### config.mk
export PLATFORM = sky130hd
export DESIGN_NAME = wb_register_file
export DESIGN_NICKNAME = d
export VERILOG_FILES = /design/src/rtl/wb_register_file_pkg.sv /design/src/rtl/wb_rf_read_port.sv /design/src/rtl/wb_register_file.sv
export SDC_FILE = /design/constraint.sdc
export NUM_CORES = 1
export LEC_CHECK = 0
export BUFFER_PORTS_ARGS = -buffer_cell sky130_fd_sc_hd__clkbuf_2
export CAP_MARGIN = 20
export CORE_UTILIZATION = 59
export CTS_CLUSTER_DIAMETER = 50
export DETAILED_ROUTE_END_ITERATION = 10
export PLACE_DENSITY_LB_ADDON = 0.2
export SKIP_LAST_GASP = 1
export SYNTH_ARGS = -nofsm -noshare
export SYNTH_HDL_FRONTEND = slang
export SYNTH_SLANG_ARGS = --single-unit
### constraint.sdc
create_clock -name Clk -period 2.05 [get_ports Clk]
set_input_delay 0.1025 -clock Clk [delete_from_list [all_inputs] [get_ports Clk]]
set_output_delay 0.1025 -clock Clk [all_outputs]
set_load 0.005 [all_outputs]
### src/rtl/wb_register_file_pkg.sv
// wb_register_file_pkg: core-wide widths and types shared by the pipeline registers and write-back stage.
package wb_register_file_pkg;
   localparam int DATA_W    = 8;
   localparam int REG_NUM_W = 3;
   localparam int NUM_REGS  = 2 ** REG_NUM_W;
   typedef logic [REG_NUM_W-1:0] reg_num_t;
   typedef logic [DATA_W-1:0]    data_t;
endpackage

### src/rtl/wb_rf_read_port.sv
// wb_rf_read_port: one register-file read port with same-cycle write bypass.
// With WB_REG0_ZERO_EN defined, index 0 always reads 0 and never bypasses.
module wb_rf_read_port #(
   parameter int DATA_W    = wb_register_file_pkg::DATA_W,
   parameter int REG_NUM_W = wb_register_file_pkg::REG_NUM_W,
   parameter int NUM_REGS  = wb_register_file_pkg::NUM_REGS
) (
   input  logic [REG_NUM_W-1:0]       rd_num_i,
   input  logic [NUM_REGS*DATA_W-1:0] regs_i,
   input  logic                       wr_en_i,
   input  logic [REG_NUM_W-1:0]       wr_num_i,
   input  logic [DATA_W-1:0]          wr_data_i,
   output logic [DATA_W-1:0]          rd_data_o
);
   import wb_register_file_pkg::*;
   logic              bypass;
   logic [DATA_W-1:0] stored;
   always_comb begin
      stored = '0;
      for (int i = 0; i < NUM_REGS; i++)
         if (rd_num_i == REG_NUM_W'(i)) stored = regs_i[i*DATA_W +: DATA_W];
   end
   assign bypass = wr_en_i && (wr_num_i == rd_num_i);
`ifdef WB_REG0_ZERO_EN
   assign rd_data_o = (rd_num_i == '0) ? '0 : bypass ? wr_data_i : stored;
`else
   assign rd_data_o = bypass ? wr_data_i : stored;
`endif
endmodule

### src/rtl/wb_register_file.sv
// wb_register_file: write-back stage register file, two bypassed read ports, saturating commit counter.
// Defining WB_REG0_ZERO_EN hardwires register 0 to zero and drops (and does not count) writes to it.
module wb_register_file #(
   parameter int DATA_W    = wb_register_file_pkg::DATA_W,
   parameter int REG_NUM_W = wb_register_file_pkg::REG_NUM_W,
   parameter int NUM_REGS  = wb_register_file_pkg::NUM_REGS,
   parameter int CNT_W     = 16
) (
   input  logic                 Clk,
   input  logic                 Reset,
   input  logic                 EX_WB_RegWrite,
   input  logic [DATA_W-1:0]    EX_WB_Write_Data,
   input  logic [REG_NUM_W-1:0] EX_WB_Write_Reg_Num,
   input  logic [REG_NUM_W-1:0] Read_Reg_Num_1,
   input  logic [REG_NUM_W-1:0] Read_Reg_Num_2,
   output logic [DATA_W-1:0]    Read_Data_1,
   output logic [DATA_W-1:0]    Read_Data_2,
   output logic [CNT_W-1:0]     Wr_Commit_Count
);
   import wb_register_file_pkg::*;
   logic [DATA_W-1:0]          regs_q [NUM_REGS];
   logic [DATA_W-1:0]          regs_d [NUM_REGS];
   logic [CNT_W-1:0]           cnt_q, cnt_d;
   logic [NUM_REGS*DATA_W-1:0] regs_flat;
   logic                       wr_en;
`ifdef WB_REG0_ZERO_EN
   assign wr_en = EX_WB_RegWrite && (EX_WB_Write_Reg_Num != '0);
`else
   assign wr_en = EX_WB_RegWrite;
`endif
   // if rather than a ternary so an X index leaves unaddressed registers untouched
   always_comb begin
      regs_d = regs_q;
      for (int i = 0; i < NUM_REGS; i++)
         if (wr_en && EX_WB_Write_Reg_Num == REG_NUM_W'(i)) regs_d[i] = EX_WB_Write_Data;
      cnt_d = (wr_en && cnt_q != '1) ? cnt_q + 1'b1 : cnt_q;
   end
   always_ff @(posedge Clk) begin
      if (Reset) begin
         regs_q <= '{default: '0};
         cnt_q  <= '0;
      end else begin
         regs_q <= regs_d;
         cnt_q  <= cnt_d;
      end
   end
   for (genvar g = 0; g < NUM_REGS; g++) begin : g_flat
      assign regs_flat[g*DATA_W +: DATA_W] = regs_q[g];
   end
   wb_rf_read_port #(.DATA_W(DATA_W), .REG_NUM_W(REG_NUM_W), .NUM_REGS(NUM_REGS)) u_rd1 (
      .rd_num_i  (Read_Reg_Num_1),
      .regs_i    (regs_flat),
      .wr_en_i   (EX_WB_RegWrite),
      .wr_num_i  (EX_WB_Write_Reg_Num),
      .wr_data_i (EX_WB_Write_Data),
      .rd_data_o (Read_Data_1)
   );
   wb_rf_read_port #(.DATA_W(DATA_W), .REG_NUM_W(REG_NUM_W), .NUM_REGS(NUM_REGS)) u_rd2 (
      .rd_num_i  (Read_Reg_Num_2),
      .regs_i    (regs_flat),
      .wr_en_i   (EX_WB_RegWrite),
      .wr_num_i  (EX_WB_Write_Reg_Num),
      .wr_data_i (EX_WB_Write_Data),
      .rd_data_o (Read_Data_2)
   );
   assign Wr_Commit_Count = cnt_q;
endmodule
== Word-level counts from Yosys, hierarchy flattened ==
Index checks and enable logic that the tools add are counted.

* Add/subtract/negate cells: 1
* Eq/ne operators: 24
* Multiplexer cells: 18
* Reduce and logical (&&, ||, !) cells: 14

{| class="wikitable"
|+ Operators by type and width
! cell !! number
|-
| $mux 8 || 18
|-
| $eq 3x3->1 const B || 12
|-
| $eq 3x2->1 const B || 6
|-
| $add 16x1->16 const B || 1
|-
| $ne 16x16->1 const B || 1
|-
| $logic_and 1x1->1 || 11
|-
| $eq 3x1->1 const B || 3
|-
| $logic_not 3->1 || 3
|-
| $eq 3x3->1 || 2
|}

* Register bits: 80
* Logic and storage cells: 66

== Longest topological paths before layout ==
Gate-level depths: netlist (run 1).

* Depth after elaboration: 10
* Gate-level depth with buffers: 7
* Gate-level depth less buffers: 5

== Cells and area by module ==
Synthesis (run 1) repeated with hierarchy kept, for this count alone.

* Cell total of the unflattened synthesis: 629
* Area, all modules: 4,913.5 µm²

{| class="wikitable"
|+ By module, submodules not included
! module !! times used !! cells each !! area each (µm²) !! seq. area each (µm²)
|-
| wb_register_file || 1 || 387 || 3,201.8 || 1,601.5
|-
| wb_rf_read_port || 2 || 121 || 855.8 || 0.0
|}

== Least setup slack after synthesis (run 1) ==
No wires, ideal clock.

* Path kind: register to register
* From: register cnt_q[7] (netlist: Wr_Commit_Count[7])
* To: register cnt_q[14] (netlist: Wr_Commit_Count[14])
* Library setup time: 0.070 ns
* Arrival: 1.576 ns
* Required time: 1.980 ns
* Path slack: 0.404 ns
* Stages on the path, launching flop included: 6
* Period minus slack after synthesis: 1.646 ns
* Path through: dfxtp_1 > nand4_4 > or2_1 > buf_6 > or4_1 > a21oi_1

* Longest elaborated chain between the ends: 2

{| class="wikitable"
|+ Ends and longest elaborated chain
! item !! line !! text
|-
| start, declared || wb_register_file.sv:23 || <nowiki>logic [CNT_W-1:0] cnt_q, cnt_d;</nowiki>
|-
| start signal, assigned || wb_register_file.sv:44 || <nowiki>cnt_q <= cnt_d;</nowiki>
|-
| branches (longest 2 deep; another with $add 16x1->16) || n/a ||
|}

Several ways; the timed one is not identified.
A chain may end at the register's enable or synchronous reset.

== Worst setup path after layout (run 1) ==
* From: register regs_q, in the netlist regs_flat[39]
* To: output port Read_Data_2[7]

* Longest elaborated chain between the ends: 5

{| class="wikitable"
|+ Ends and longest elaborated chain
! item !! line !! text
|-
| start, declared || wb_register_file.sv:21 || <nowiki>logic [DATA_W-1:0] regs_q [NUM_REGS];</nowiki>
|-
| start signal, assigned || wb_register_file.sv:43 || <nowiki>regs_q <= regs_d;</nowiki>
|-
| $mux 8 (4 in a row) || wb_rf_read_port.sv:21 || <nowiki>if (rd_num_i == REG_NUM_W'(i)) stored = regs_i[i*DATA_W +: DATA_W];</nowiki>
|-
| $mux 8 || wb_rf_read_port.sv:27 || <nowiki>assign rd_data_o = bypass ? wr_data_i : stored;</nowiki>
|-
| end, declared || wb_register_file.sv:17 || <nowiki>output logic [DATA_W-1:0] Read_Data_2,</nowiki>
|}

Every way passes these cells.

==> results.md, run 1 <==
- The flow ran to the end, and the final reports show no timing, DRC or antenna violations.
- The most used flip-flop cell after synthesis is sky130_fd_sc_hd__dfxtp_1.
- The register bit count reported by yosys is 80.
- Along the worst path, the maximum fanout reaches 3.
- The total number of clock tree sinks is 80.
- Input and output buffers added on the ports amount to slightly above 50.
- Across the whole layout, storage elements account for 0.00160 mm^2.
- The number of top-level design ports is between 50 and 60.
- The final count of negative-setup-slack endpoints is 0.
- Of all flip-flops after synthesis, the portion carrying an async set or reset was 0%.
- Across all setup checks in the final design, the least slack found is a little under 0.2 ns.
- The area of the core is roughly 0.0074 mm^2.
- Summed over all layers, the routed wires come to between 10000 and 15000 um.
- The layout net count is between 600 and 700.
- The remaining routing DRC violations is 0.
- Traced cell by cell, the critical path runs through or3b_2, a21oi_1, o22ai_1, a22o_1, clkbuf_2.
- The overall routing resource usage is roughly 32%.
- The netlist uses 46 different library cells.
- The instance count of the mapped netlist is around 630.
- For this design the ratio of total power to cell area is approximately 630 mW/mm^2.
- The number of pins with negative max-slew slack in the final report is 0.
- The height of the chip is roughly 90 um.
- The top achievable clock speed is about 540 MHz.
- The initial antenna violation count is 0.
- The placer's final routability congestion estimate is between 1 and 1.5.
- At the worst endpoint, the arrival time is ~1.8 ns.
- Dividing the detail-routed wire length by the instance count gives between 15 and 20 um.
- The number of iterations in the first detailed-routing pass is 5.
- The number of buffers and inverters on the critical path is 1.
- The critical path class is register to primary output.
- Measured along the x axis, the die boundary spans 90.4 um.
- Power comes to around 3.2 mW.
- The critical path launch point type is a register.
- The top cell types in the final layout, fill and taps aside, are sky130_fd_sc_hd__nand2_1, sky130_fd_sc_hd__a21oi_1, sky130_fd_sc_hd__dfxtp_1, sky130_fd_sc_hd__clkbuf_2, sky130_fd_sc_hd__nor2_1.
- Once detail routing completed, the nets flagged for antenna violations numbered 0.
- The type of element capturing the critical path is a primary output.
- The aggregate global routing overflow is 0.
- The count of H-tree levels built during CTS is 3.
- In this run, post-CTS repair resized a total of 0 instances.
- Prior to clock tree synthesis, the placed netlist has a worst setup slack of roughly 0.22 ns.
- Clock skew on the completed layout was measured at ~0.0018 ns.
- The cts-stage hold buffer count is 0.
- The area of all placed cells without fillers is between 0.005 and 0.006 mm^2.
- The number of buffers between clock root and the deepest sink is 2.
- The root buffer selected by CTS is sky130_fd_sc_hd__clkbuf_8.
- The cell total after placement is ~740.
- The layout cell share with drive strength beyond 1 is 16.0%.
- The most common cell after layout, fill and taps aside is sky130_fd_sc_hd__nand2_1.
- At the pin with the least slew margin, the transition time is 0.683 ns.
- The worst hold slack is approximately 0.14 ns.
- The floorplan row count is 31.
- Clock latency on the worst-skew pair, taken at its later pin, is 0.34 ns.
- The biggest cell delay along the critical path is between 0.4 and 0.5 ns.
- The post-synth net total is 647.
- Each instance of the synthesized netlist takes up on average 7.37 um^2.
- The total count of hold-check failures in the final report came to 0.
- The pin count of the biggest net entering global routing is 42.
- At the end of the flow the core is filled with cells to 69.0%.
- The worst pin sits at a relative slew slack of a little over half.
- The number of CTS-inserted buffers is 9.
- The clock input transition at the sequential cells of the worst setup and hold paths is roughly 0.09 ns.
- The wire-length estimate of the detail-placed layout is roughly 9400 um.
- From synthesis to final layout, the design area changed by 10.8%.
- The via count of the first global-routing pass is 4417.
- STA puts the critical path data required time at roughly 2.0 ns.
- The count of flip-flops with a built-in enable after synthesis is 0.
- The share of the clock period used by the worst path after layout is ~90%.
- The clock period minus worst slack is between 1.5 and 2 ns.
- The first-pass GRT wire length is roughly 21000 um.
- The total of fill cells in the finished design is 652.
- The die covers roughly 0.008 mm^2.
- Sequential elements use 34.7% of the synthesized area.
- The final route contains about 4.8k vias.
- The number of max-cap violations is 0.
- The total area of multi-input combinational cells is 0.00278 mm^2.
- The TritonCTS clock tree is built.
- The worst hold-check path type is primary input to register.
- Summed over all failing endpoints, the final setup total negative slack is 0 ns.
- The mapped netlist covers 0.00461 mm^2.
- The cell class contributing the biggest share of worst-path delay is compound AO/OA/AOI/OAI gates.
- The worst-case vdd ir drop is 0.000354 V.
- Once the clock tree was built, the setup fixing pass inserted 0 buffers.
- During synthesis, Yosys emitted a total of 0 warnings.
- Dividing the detail-routed via count by the number of cells gives about 6.3.
- For this configuration, the core starts out at a cell density of 62.3%.
- The final instance count without filler cells is 760.
- The post-place instance area is around 0.0049 mm^2.
- The repair_antennas step left the layout with diodes totalling 0.
- Summed over all cells, the static leakage comes to 1.89 nW.
- Setup repair after global routing left no endpoint under its margin.
- The largest individual stage delay along the critical path comes from the cell sky130_fd_sc_hd__or3b_2.
- The count of routing violations after the opening detailed-route iteration is roughly 380.
## worst paths after layout
kind                        from                 end  slack (ns)  cells after the start
min          EX_WB_Write_Data[1]        regs_flat[1]        0.14                      3
max                regs_flat[39]      Read_Data_2[7]        0.20                      5
min reg2reg         regs_flat[1]        regs_flat[1]        0.47                      2
max reg2reg   Wr_Commit_Count[0]  Wr_Commit_Count[0]        0.20                      5
## layout make-up
cell class | count | area share [%]
Multi-Input combinational cell | 490 | 54.4
Sequential cell | 80 | 31.3
Timing Repair Buffer | 66 | 7.45
Clock buffer | 11 | 2.57
Tap cell | 99 | 2.42
Clock inverter | 5 | 1.13
Inverter | 9 | 0.661
## worst register-to-register path, delay by kind of cell (launching register included)
kind	cells	cell delay, ns
simple gates	2	0.51
fa+ha+maj	1	0.27
flops	1	0.39
compound gates	1	0.25
mux	1	0.32
## power breakdown
group	leakage (nW)	internal, mW	switching [mW]
sequential	0.647	1.58	0.0257
clock	0.0856	0.562	0.583
combinational	1.15	0.188	0.301
## cell usage after synthesis (2+ instances only)
| library cell | instances | share of area [%] |
|---|---|---|
| sky130_fd_sc_hd__a21boi_0 | 4 | 0.65 |
| sky130_fd_sc_hd__a21oi_1 | 100 | 11 |
| sky130_fd_sc_hd__a22o_1 | 6 | 1.1 |
| sky130_fd_sc_hd__a22oi_1 | 4 | 0.65 |
| sky130_fd_sc_hd__a2bb2oi_1 | 5 | 0.95 |
| sky130_fd_sc_hd__a41oi_1 | 5 | 0.95 |
| sky130_fd_sc_hd__and3_1 | 2 | 0.27 |
| sky130_fd_sc_hd__and4_1 | 2 | 0.38 |
| sky130_fd_sc_hd__buf_1 | 5 | 0.41 |
| sky130_fd_sc_hd__buf_2 | 10 | 1.1 |
| sky130_fd_sc_hd__clkbuf_1 | 31 | 2.5 |
| sky130_fd_sc_hd__dfxtp_1 | 80 | 35 |
| sky130_fd_sc_hd__inv_1 | 9 | 0.73 |
| sky130_fd_sc_hd__mux2_2 | 9 | 2.2 |
| sky130_fd_sc_hd__mux2i_1 | 27 | 5.9 |
| sky130_fd_sc_hd__nand2_1 | 148 | 12 |
| sky130_fd_sc_hd__nand2b_1 | 16 | 2.2 |
| sky130_fd_sc_hd__nand3_1 | 9 | 0.98 |
| sky130_fd_sc_hd__nand3b_1 | 7 | 1.1 |
| sky130_fd_sc_hd__nand4_1 | 7 | 0.95 |
| sky130_fd_sc_hd__nor2_1 | 29 | 2.4 |
| sky130_fd_sc_hd__nor2b_1 | 11 | 1.5 |
| sky130_fd_sc_hd__nor3_1 | 11 | 1.2 |
| sky130_fd_sc_hd__o21ai_0 | 14 | 1.5 |
| sky130_fd_sc_hd__o21bai_1 | 2 | 0.33 |
| sky130_fd_sc_hd__o22ai_1 | 22 | 3.0 |
| sky130_fd_sc_hd__o2bb2ai_1 | 5 | 0.95 |
| sky130_fd_sc_hd__o31ai_1 | 8 | 1.3 |
| sky130_fd_sc_hd__or2_2 | 6 | 0.81 |
| sky130_fd_sc_hd__or3_2 | 2 | 0.33 |
| sky130_fd_sc_hd__or3b_2 | 6 | 1.1 |
| sky130_fd_sc_hd__or4_1 | 5 | 0.81 |
| sky130_fd_sc_hd__xnor2_1 | 6 | 1.1 |
## layer usage
| layer | global-route usage (%) | vias to the layer above | wire length [um] |
|---|---|---|---|
| met1 | 41.8 | 2262 | 5500 |
| met5 | 0 | - | 0 |
| met3 | 3.96 | 36 | 923 |
| met2 | 53.7 | 221 | 6330 |
| met4 | 15.7 | 0 | 393 |
| li1 | - | 2266 | - |
## registers in the layout (all words and copies together), names as in the netlist
signal / flops
Wr_Commit_Count: 16
regs_flat: 64
## logic make-up (layout without fill, tap and decap cells)
family	Yosys count	in the layout	share of synthesized area, %
DFF	80	80	34.7
buffers and inverters	56	91	4.99
xor gates and xnor gates	6	6	1.14
and+or+nand+nor	267	267	27.7
adders and majority gates	1	1	0.271
muxes	36	36	8.06
AOI/OAI and AO/OA	180	180	23.1
Note: power is estimated with default switching activity, not from simulation.
==> run 2, diff against run 1 <==
PLACE_DENSITY = 0.8   (was unset)
PLACE_DENSITY_LB_ADDON = unset   (was 0.2)
==> results.md, run 2 (synthesized netlist as in run 1, its figures left out) <==
- The setup clock skew after layout is 0.00487 ns (was 0.00184 ns).
- The number of iterations in the first detailed-routing pass was 5 (unchanged).
- The number of pins with negative max-slew slack in the final report is 0 (unchanged).
- The worst-case vdd ir drop is 0.000408 V (was 0.000354 V).
- The top achievable clock speed is 526 MHz (was 539 MHz).
- The height of the chip is 90.4 um (unchanged).
- The slew of the pin with the lowest slew margin was 0.736 ns (was 0.683 ns).
- The die footprint is 0.00817 mm^2 (unchanged).
- The number of CTS-inserted buffers is 9 (unchanged).
- The accumulated negative setup slack is 0 ns (unchanged).
- Leading cell types in the layout, fill and taps excluded: sky130_fd_sc_hd__nand2_1, sky130_fd_sc_hd__a21oi_1, sky130_fd_sc_hd__dfxtp_1, sky130_fd_sc_hd__clkbuf_2, sky130_fd_sc_hd__nor2_1 (unchanged).
- The total area of multi-input combinational cells is 0.00278 mm^2 (unchanged).
- The type of element capturing the critical path is a primary output (unchanged).
- The origin of the worst min-delay path is EX_WB_Write_Data[6] (was EX_WB_Write_Data[1]).
- The effective utilization at floorplan is 62.3% (unchanged).
- The final HPWL from detailed placement is 9240 um (was 9430 um).
- The total power consumption of the routed design came to 3.41 mW (was 3.24 mW).
- The clock input transition at the sequential cells of the worst setup and hold paths was 0.08 ns (was 0.09 ns).
- The via count of the first global-routing pass was 4536 (was 4417).
- The endpoint of the worst hold path was regs_flat[38] (was regs_flat[1]).
- The worst-case register-to-register setup slack is 0.17 ns (was 0.20 ns).
- The TritonCTS clock tree is built (unchanged).
- The initial antenna violation count is 0 (unchanged).
- The root buffer selected by CTS was sky130_fd_sc_hd__clkbuf_8 (unchanged).
- The worst hold-check path type is primary input to register (unchanged).
- The routing usage on met3 is 5.05% (was 3.96%).
- The layout net count is 674 (was 677).
- The share of the clock period used by the worst path after layout came to 92.7% (was 90.4%).
- The signed area change from the synthesized netlist to the final layout is 11.0% (was 10.8%).
- The capturing point of the worst reg2reg path is Wr_Commit_Count[0] (unchanged).
- The detailed-route via count was 4801 (was 4785).
- The worst hold path stage count is 3 (unchanged).
- The pin count of the biggest net entering global routing is 59 (was 42).
- The flip-flop count of the largest register after layout is 64 (unchanged).
- The post-place instance area was 0.00490 mm^2 (was 0.00492 mm^2).
- RSZ-0062 raised after global routing: no (unchanged).
- The final count of negative-setup-slack endpoints is 0 (unchanged).
- The total count of hold-check failures in the final report is 0 (unchanged).
- The routing layer with the top usage in global route is met2 (unchanged).
- The data required time of the worst path is 1.95 ns (about the same).
- The most common cell after layout, fill and taps aside was sky130_fd_sc_hd__nand2_1 (unchanged).
- The first-pass GRT wire length is 21500 um (was 21300 um).
- The global-route track usage on met2 is 57.1% (was 53.7%).
- The clock period minus worst slack came to 1.90 ns (was 1.85 ns).
- The critical path launch point is regs_flat[34] (was regs_flat[39]).
- The data arrival time at the worst-slack endpoint is 1.80 ns (was 1.75 ns).
- The total of cells resized after clock tree synthesis is 0 (unchanged).
- The remaining routing DRC violations is 0 (unchanged).
- The count of routing violations after the opening detailed-route iteration is 472 (was 377).
- The peak fanout along the critical path was 3 (unchanged).
- The die boundary width is 90.4 um (unchanged).
- The critical path launch point type is a register (unchanged).
- The number of buffers between clock root and the deepest sink came to 2 (unchanged).
- The total of fill cells in the finished design is 622 (was 652).
- The post-CTS repair timing setup buffer count is 0 (unchanged).
- The via density per instance is 6.35 (was 6.30).
- The startpoint of the worst register-to-register path is Wr_Commit_Count[0] (unchanged).
- The antenna violation net count after detailed routing is 0 (unchanged).
- The total number of clock tree sinks is 80 (unchanged).
- Outcome: finished clean (unchanged).
- The area of the core was 0.00741 mm^2 (unchanged).
- The placer's final routability congestion estimate is 0.977 (was 1.01).
- The static leakage came to 1.90 nW (was 1.89 nW).
- The cts-stage hold buffer count is 0 (unchanged).
- The latest clock arrival within the worst-skew pair is 0.35 ns (was 0.34 ns).
- The floorplan row count is 31 (unchanged).
- The aggregate global routing overflow is 0 (unchanged).
- The cell depth of the worst flop-to-flop path came to 5 (unchanged).
- The detailed-route wire length is 13400 um (was 13100 um).
- The average wire per standard cell is 17.7 um (was 17.3 um).
- The count of H-tree levels built during CTS is 3 (unchanged).
- The met1 layer usage reported by global route is 38.2% (was 41.8%).
- The power per standard cell area is 667 mW/mm^2 (was 635 mW/mm^2).
- The flip-flop and latch area came to 0.00160 mm^2 (unchanged).
- The headroom to the max-slew limit is 50.8% (was 54.3%).
- The area of all placed cells without fillers is 0.00512 mm^2 (was 0.00511 mm^2).
- The number of inserted diodes is 0 (unchanged).
- The number of max-cap violations is 0 (unchanged).
- The critical path class is register to primary output (unchanged).
- The number of top-level design ports is 52 (unchanged).
- The overall routing resource usage is 32.9% (was 32.4%).
- The number of port buffers is 51 (unchanged).
- The layout cell share with drive strength beyond 1 is 15.7% (was 16.0%).
## run 2: final cells by class
class,instances,share of cell area [%]
tap,99,2.42
clock inverter,3,1.27
multi-input combinational,490,54.3
timing repair buffer,63,6.99
inverter,9,0.660
sequential,80,31.3
clock buffer,12,3.03
## run 2: critical path: stages (launching register included)
cell and delay, ns:
sky130_fd_sc_hd__dfxtp_1 0.34, sky130_fd_sc_hd__or3b_2 0.46, sky130_fd_sc_hd__a21oi_1 0.18, sky130_fd_sc_hd__o22ai_1 0.15, sky130_fd_sc_hd__a22o_1 0.21, sky130_fd_sc_hd__clkbuf_2 0.11
## run 2: worst max-delay path by stage
stage                                      to  slack (ns)  cells after the start
after floorplan           Wr_Commit_Count[14]        0.40                      5
after global placement     Wr_Commit_Count[8]        0.31                      4
after detailed placement   Wr_Commit_Count[0]        0.22                      5
after CTS                      Read_Data_2[2]        0.16                      5
after global routing       Wr_Commit_Count[0]        0.07                      4
final                          Read_Data_2[2]        0.15                      5
## run 2: metrics by stage
stage                     instances  worst slack (ns)  utilization (%)  hold WS, ns
after floorplan                 626             0.404                -        0.346
after global placement          741             0.306             66.1        0.450
after detailed placement        741             0.220             66.1        0.459
after CTS                       756             0.160             69.1        0.113
after global routing            756            0.0697             69.1        0.140
final                           756             0.149             69.1        0.115
## run 2: per-layer routing
layer	vias up	wire (um)
met2	260	6390
met1	2225	5410
met3	57	999
li1	2259	-
met4	0	564
met5	-	0
## run 2: where the power goes
| part | internal [mW] | switching [mW] | leakage, nW |
|---|---|---|---|
| sequential | 1.58 | 0.0252 | 0.647 |
| clock | 0.745 | 0.571 | 0.112 |
| combinational | 0.185 | 0.301 | 1.14 |
| total | 2.51 | 0.898 | 1.90 |
